[src/rtl/mesh_pkt_pkg.sv]
// Shared packet layout, destination check and stall-FSM encoding for the
// mesh_gnrtr terminal injection stage.
package mesh_pkt_pkg;

  localparam int NXT_W   = 8;
  localparam int ROW_W   = 4;
  localparam int COL_W   = 4;
  localparam int MODE_W  = 1;
  localparam int HDR_W   = NXT_W + ROW_W + COL_W + MODE_W;
  localparam int PKT_MAX = 64;

  // Header occupies the top HDR_W bits of every packet, MSB first.
  typedef struct packed {
    logic [NXT_W-1:0] nxt_jump;
    logic [ROW_W-1:0] id_row;
    logic [COL_W-1:0] id_colum;
    logic             mode;
  } pkt_hdr_t;

  function automatic int payload_w(input int pckg_sz);
    return pckg_sz - HDR_W;
  endfunction

  typedef enum logic [1:0] {
    IDLE    = 2'd0,
    WAIT    = 2'd1,
    STALLED = 2'd2
  } stall_st_e;

  // Result is left-aligned at bit pckg_sz-1 inside a PKT_MAX-bit word.
  function automatic logic [PKT_MAX-1:0] pack_pkt(
    input logic [ROW_W-1:0]   row,
    input logic [COL_W-1:0]   col,
    input logic               mode,
    input logic [PKT_MAX-1:0] payload,
    input int                 pckg_sz
  );
    pkt_hdr_t           hdr;
    logic [PKT_MAX-1:0] mask;
    hdr.nxt_jump = '0;
    hdr.id_row   = row;
    hdr.id_colum = col;
    hdr.mode     = mode;
    mask = (64'd1 << payload_w(pckg_sz)) - 64'd1;
    return ({{(PKT_MAX-HDR_W){1'b0}}, hdr} << payload_w(pckg_sz)) | (payload & mask);
  endfunction

  // Only border terminals are addressable; corners and ourselves are not.
  function automatic logic is_valid_dest(
    input logic [ROW_W-1:0] row,
    input logic [COL_W-1:0] col,
    input int               rows,
    input int               colums,
    input int               self_row,
    input int               self_col
  );
    int  r;
    int  c;
    logic on_row_edge;
    logic on_col_edge;
    r = {28'd0, row};
    c = {28'd0, col};
    on_row_edge = ((r == 0) || (r == rows + 1)) && (c >= 1) && (c <= colums);
    on_col_edge = ((c == 0) || (c == colums + 1)) && (r >= 1) && (r <= rows);
    return (on_row_edge || on_col_edge) && !((r == self_row) && (c == self_col));
  endfunction

endpackage

[src/rtl/mesh_src_fifo.sv]
// First-word fall-through FIFO feeding the mesh input port; head reads 0
// while empty.
module mesh_src_fifo #(
  parameter int W     = 40,
  parameter int DEPTH = 4
) (
  input  logic                     clk,
  input  logic                     rst_n,
  input  logic                     push,
  input  logic [W-1:0]             wdata,
  input  logic                     pop,
  output logic                     full,
  output logic                     empty,
  output logic [W-1:0]             head,
  output logic [$clog2(DEPTH):0]   count
);

  localparam int AW = $clog2(DEPTH);

  logic [W-1:0]  mem_q [DEPTH];
  logic [AW-1:0] wr_ptr_q, wr_ptr_d;
  logic [AW-1:0] rd_ptr_q, rd_ptr_d;
  logic [AW:0]   cnt_q, cnt_d;
  logic          do_push;
  logic          do_pop;

  assign full    = (cnt_q == DEPTH[AW:0]);
  assign empty   = (cnt_q == '0);
  assign do_push = push && !full;
  assign do_pop  = pop && !empty;
  assign head    = empty ? '0 : mem_q[rd_ptr_q];
  assign count   = cnt_q;

  // DEPTH is a power of two, so the pointers wrap by natural overflow.
  always_comb begin
    wr_ptr_d = wr_ptr_q;
    rd_ptr_d = rd_ptr_q;
    cnt_d    = cnt_q;
    if (do_push) wr_ptr_d = wr_ptr_q + 1'b1;
    if (do_pop)  rd_ptr_d = rd_ptr_q + 1'b1;
    case ({do_push, do_pop})
      2'b10:   cnt_d = cnt_q + 1'b1;
      2'b01:   cnt_d = cnt_q - 1'b1;
      default: cnt_d = cnt_q;
    endcase
  end

  always_ff @(posedge clk or negedge rst_n) begin
    if (!rst_n) begin
      wr_ptr_q <= '0;
      rd_ptr_q <= '0;
      cnt_q    <= '0;
    end else begin
      wr_ptr_q <= wr_ptr_d;
      rd_ptr_q <= rd_ptr_d;
      cnt_q    <= cnt_d;
    end
  end

  always_ff @(posedge clk) begin
    if (do_push) mem_q[wr_ptr_q] <= wdata;
  end

endmodule

[src/rtl/mesh_term_src.sv]
// Terminal-side injection stage: validates and packs requests, queues them
// for the mesh input port, counts sent/dropped packets and flags a stuck port.
module mesh_term_src
  import mesh_pkt_pkg::*;
#(
  parameter int pckg_sz    = 40,
  parameter int fifo_depth = 4,
  parameter int ROWS       = 4,
  parameter int COLUMS     = 4,
  parameter int SELF_ROW   = 0,
  parameter int SELF_COL   = 1,
  parameter int STALL_LIM  = 64
) (
  input  logic               clk,
  input  logic               reset,
  input  logic               req_vld,
  output logic               req_rdy,
  input  logic [3:0]         req_row,
  input  logic [3:0]         req_col,
  input  logic               req_mode,
  input  logic [pckg_sz-18:0] req_payload,
  output logic [pckg_sz-1:0] data_out_i_in,
  output logic               pndng_i_in,
  input  logic               popin,
  output logic [15:0]        sent_cnt,
  output logic [15:0]        drop_cnt,
  output logic               stall,
  output logic [1:0]         dbg_state
);

  localparam int PW = payload_w(pckg_sz);
  localparam int AW = $clog2(fifo_depth);
  localparam int CW = $clog2(STALL_LIM + 1);
  localparam logic [CW-1:0] LIM = CW'(STALL_LIM);

  typedef struct packed {
    pkt_hdr_t        hdr;
    logic [PW-1:0]   payload;
  } pkt_t;

  // Handshake: a request transfers on a rising edge where req_vld && req_rdy;
  // the mesh consumes the head on a rising edge where popin && pndng_i_in.
  logic [PKT_MAX-1:0] pkt_full;
  pkt_t               push_pkt;
  logic               unused_hi;
  logic               xfer;
  logic               dest_ok;
  logic               push;
  logic               pop_ok;
  logic               fifo_full;
  logic               fifo_empty;
  logic [AW:0]        fifo_cnt;
  logic               stays_busy;
  logic               rdy_en_q;
  logic [15:0]        sent_cnt_q;
  logic [15:0]        drop_cnt_q;
  stall_st_e          state_q;
  logic [CW-1:0]      stall_cnt_q;
  logic               stall_q;

  assign pkt_full  = pack_pkt(req_row, req_col, req_mode,
                              {{(PKT_MAX-PW){1'b0}}, req_payload}, pckg_sz);
  assign push_pkt  = pkt_t'(pkt_full[pckg_sz-1:0]);
  assign unused_hi = ^pkt_full[PKT_MAX-1:pckg_sz];

  assign dest_ok = is_valid_dest(req_row, req_col, ROWS, COLUMS, SELF_ROW, SELF_COL);
  assign req_rdy = rdy_en_q && !fifo_full;
  assign xfer    = req_vld && req_rdy;
  assign push    = xfer && dest_ok;
  assign pop_ok  = popin && !fifo_empty;

  // After a pop the FIFO is still non-empty if more than one entry remains
  // or a new packet lands on the same edge.
  assign stays_busy = push || (fifo_cnt > {{AW{1'b0}}, 1'b1});

  mesh_src_fifo #(
    .W     (pckg_sz),
    .DEPTH (fifo_depth)
  ) u_fifo (
    .clk   (clk),
    .rst_n (reset),
    .push  (push),
    .wdata (push_pkt),
    .pop   (popin),
    .full  (fifo_full),
    .empty (fifo_empty),
    .head  (data_out_i_in),
    .count (fifo_cnt)
  );

  assign pndng_i_in = !fifo_empty;
  assign sent_cnt   = sent_cnt_q;
  assign drop_cnt   = drop_cnt_q;
  assign stall      = stall_q;
  assign dbg_state  = state_q;

  always_ff @(posedge clk or negedge reset) begin
    if (!reset) begin
      rdy_en_q   <= 1'b0;
      sent_cnt_q <= '0;
      drop_cnt_q <= '0;
    end else begin
      rdy_en_q <= 1'b1;
      if (pop_ok && (sent_cnt_q != 16'hFFFF)) sent_cnt_q <= sent_cnt_q + 16'd1;
      if (xfer && !dest_ok && (drop_cnt_q != 16'hFFFF)) drop_cnt_q <= drop_cnt_q + 16'd1;
    end
  end

  always_ff @(posedge clk or negedge reset) begin
    if (!reset) begin
      state_q     <= IDLE;
      stall_cnt_q <= '0;
      stall_q     <= 1'b0;
    end else begin
      case (state_q)
        IDLE: begin
          if (!fifo_empty) begin
            state_q     <= WAIT;
            stall_cnt_q <= '0;
          end
        end
        WAIT, STALLED: begin
          if (pop_ok) begin
            state_q     <= stays_busy ? WAIT : IDLE;
            stall_cnt_q <= '0;
            stall_q     <= 1'b0;
          end else if (fifo_empty) begin
            state_q     <= IDLE;
            stall_cnt_q <= '0;
            stall_q     <= 1'b0;
          end else if (state_q == WAIT) begin
            if (stall_cnt_q == LIM - 1'b1) begin
              state_q     <= STALLED;
              stall_q     <= 1'b1;
            end
            stall_cnt_q <= stall_cnt_q + 1'b1;
          end
        end
        default: begin
          state_q     <= IDLE;
          stall_cnt_q <= '0;
          stall_q     <= 1'b0;
        end
      endcase
    end
  end

endmodule

[config.mk]
export PLATFORM = sky130hd
export DESIGN_NAME = mesh_term_src
export DESIGN_NICKNAME = d
export VERILOG_FILES = /design/src/rtl/mesh_pkt_pkg.sv /design/src/rtl/mesh_src_fifo.sv /design/src/rtl/mesh_term_src.sv
export SDC_FILE = /design/constraint.sdc
export NUM_CORES = 1
export LEC_CHECK = 0
export BUFFER_PORTS_ARGS = -buffer_cell sky130_fd_sc_hd__buf_4
export CORE_ASPECT_RATIO = 0.75
export CORE_MARGIN = 2
export CORE_UTILIZATION = 25
export DETAILED_ROUTE_END_ITERATION = 8
export MAX_ROUTING_LAYER = met4
export SYNTH_ARGS = -nofsm -noshare
export SYNTH_HDL_FRONTEND = slang
export SYNTH_SLANG_ARGS = --single-unit
[constraint.sdc]
create_clock -name clk -period 3.2 [get_ports clk]
set_input_delay 0.96 -clock clk [delete_from_list [all_inputs] [get_ports clk]]
set_output_delay 0.96 -clock clk [all_outputs]
set_load 0.05 [all_outputs]
==> results.toml <==
[setup_path]
startpoint_type = "flip-flop"
crit_type = "reg2out"
crit_fanout = 14
cp.required_ps = 2240
arrival_ps = 2090
critical_path.endpoint_type = "output port"

[placement]
dp_slack_ps = 280.6
dp_cells = 968
gp_congestion = 0.7319
portBuffers = 104
dp_hpwl_um = 10120

[routing]
drt_iter0_markers = 189
ant_nets = 0
routed_wl_um = 15740
drc = 0
drtPass1Iterations = 4
viasPerCell = 4.178
wire_per_inst_um = 15.74
dr_total_vias = 4178

[pwr]
p_comb_share_pct = 41.7
switching_share_pct = 39.54
p_int_mw = 5.029
p_clk_share_pct = 24.8
p_seq_share_pct = 33.5
peakVddDrop_v = 0.0005179
p_switching_mw = 3.289
p_per_area_mw_per_mm2 = 873.3
leakage_nw = 3.566

[sta]
finClkSkew_ps = 13.16
setup_tns_ps = 0
whs_ps = 503.1
period_minus_slack_ps = 3045
finalHoldViolations = 0
fmax_mhz = 328.4
slew_viol_final = 0
setup_slack_ps = 154.7
final-setup-viol-count = 0
finalCritPeriodShare_pct = 95.16
worst_pin_slew_ps = 670.9
maxSlewHeadroom_pct = 55.28
rsz0062_at_grt = "false"

[global_routing]
grt_max_degree = 51
grt_pass1_wl_um = 24500
grt_use_total_pct = 10.67
grt.overflow.total = 0
grt_pass1_vias = 4152
grt_antenna_before_repair = 0

[cts]
post_cts_buffers = 0
cts_max_level = 4
cts.clk_slew.worst_paths_ps = 70
cts_buffer_depth = 2
clock-sinks = 178
clock_latency_ps = 430
cts_buffers = 17
cts_tree = "done"
root_buffer = "clkbuf_16"

[cells_and_area]
utilization_pct = 31.67
multi_input_area_mm2 = 0.002374
n_fill_cell = 2932
antennaDiodeCount = 0
seq_area_mm2 = 0.005097
area_delta_synth_final_pct = 25.07
fin_nets = 639
drive_gt1_share_pct = 33.28
instances_no_fill = 1000

[run]
drv_cap = 0

[die]
rows = 55
core_area_mm2 = 0.03007
die_h_um = 155.1
die_x_um = 205.5
die_area_mm2 = 0.03189
initial_core_util_pct = 25.32
ios = 113

[synth]
ys_types = 51
ys.flop_type = "edfxtp_1"
synth_cells = 471
syn_avg_cell_area_um2 = 16.17
yosysWarnings = 0
syn_area_mm2 = 0.007615
synth_area_leaders = "edfxtp_1 (50%), dfrtp_1 (16%), mux4_2 (9.5%), and2_1 (3.1%), xnor2_1 (3.0%)"
synth_top_area_share_pct = 50.48
synth_edf_count = 128
ys_seq_elements = 178
yosysTopAreaCell = "edfxtp_1"
yosysSeqAreaShare_pct = 66.91
async_reset_ff_share_pct = 28.09

[run_status]
status = "finished, final reports clean"

[worst_hold_path]
holdCritPathClass = "reg2reg"
-- power by group through the flow --
stage / combinational, mW / sequential, mW / clock (mW)
final: 3.46 / 2.79 / 2.06
after global routing: 3.69 / 2.81 / 2.23
after CTS: 3.53 / 2.79 / 2.14
after detailed placement: 3.52 / 2.84 / 0
after global placement: 3.52 / 2.84 / 0
after floorplan: 2.24 / 3.07 / 0
-- routing by layer --
layer	routed length [um]	up-vias	track usage, %
met3	649	16	2.556
li1	-	1981	-
met1	7699	2098	14.75
met2	7173	83	15.25
met4	216	0	3.734
met5	0	-	-
-- what timing repair did --
action                     in CTS  in global routing
setup endpoints to repair      32                  7
gates resized for setup         1                  1
hold buffers                    0                  0
cloned                          0                  0
-- state kept, by name, indices dropped and copies added, names as in the netlist, 2 cells and up --
register and count:
u_fifo.count 3, sent_cnt 16, u_fifo.rd_ptr_q 2, dbg_state 2, u_fifo.mem_q 128, u_fifo.wr_ptr_q 2, stall_cnt_q 7, drop_cnt 16
-- cells in the final DEF, fill, tap and decap left out, types with 3 or more instances in the layout --
master and instances:
a21oi_1 3, and2_1 34, and2_2 4, and2_4 3, and3_1 7, buf_12 6
buf_4 106, clkbuf_16 17, clkinv_4 3, conb_1 9, dfrtp_1 48, edfxtp_1 128
ha_1 15, inv_1 13, inv_6 6, mux2_2 3, mux4_2 32, nand2_1 22
nand2b_1 3, nand3_1 6, nand4_1 20, nor2_1 22, nor3_1 4, o21ai_0 7
xnor2_1 26, xor2_1 15
-- through the flow --
| stage | power (mW) | cell area [um^2] |
|---|---|---|
| 6_report | 8.318 | 9524 |
| 5_1_grt | 8.740 | 9524 |
| 4_1_cts | 8.466 | 9522 |
| 3_5_place_dp | 6.362 | 8939 |
| 3_3_place_gp | 6.356 | 8939 |
| 2_1_floorplan | 5.309 | 7641 |
-- final timing paths --
check                                               start                             end  slack, ps  cells after the start
setup / recovery           u_fifo.rd_ptr_q[0]$_DFFE_PN0P_               data_out_i_in[31]        150                      4
hold / removal                    drop_cnt[7]$_DFFE_PN0P_         drop_cnt[7]$_DFFE_PN0P_        500                      1
setup reg to reg              u_fifo.count[0]$_DFFE_PN0P_   u_fifo.mem_q[1][16]$_DFFE_PP_        780                      7
hold reg to reg                   drop_cnt[7]$_DFFE_PN0P_         drop_cnt[7]$_DFFE_PN0P_        500                      1
max in group asynchronous                           reset  u_fifo.rd_ptr_q[1]$_DFFE_PN0P_       2170                      1
min in group asynchronous                           reset        sent_cnt[10]$_DFFE_PN0P_        560                      1
-- Yosys cell counts (all sizes together) (2+ instances only) --
library cell  instances
nor3                  6
nand4                21
edfxtp              128
conb                  2
mux4                 32
buf                  14
a21oi                 3
nand3                 8
nor4                  2
mux2                  4
clkbuf                7
xor2                 15
ha                   15
and2                 41
dfrtp                50
xnor2                26
nor3b                 2
inv                  14
nand2                22
nand2b                3
and3                  9
o21ai                 7
nor2                 22
-- worst max-delay path: stages (launching register included) --
cell	delay [ps]
dfrtp_2	390
buf_4	300
mux4_2	550
and2_1	210
buf_4	200
-- area by class of cell --
cell class                 count  share of cell area (%)
clock inverter                14                   1.590
tap                          399                   5.242
clock buffer                  18                   4.506
multi-input combinational    265                   24.92
inverter                      14                  0.6043
timing repair buffer         112                   9.616
sequential                   178                   53.52
-- logic make-up after synthesis --
family	after synthesis	share of synthesized area (%)
flip-flops	178	66.91
AND/OR/NAND/NOR	143	11.30
XOR/XNOR	41	4.716
multiplexers	37	10.19
buffers and inverters	35	2.333
AO/OA/AOI/OAI	20	1.988
adder cells (fa/ha/maj)	15	2.465
other	2	0.09862
Note: power is estimated with default switching activity, not from simulation.
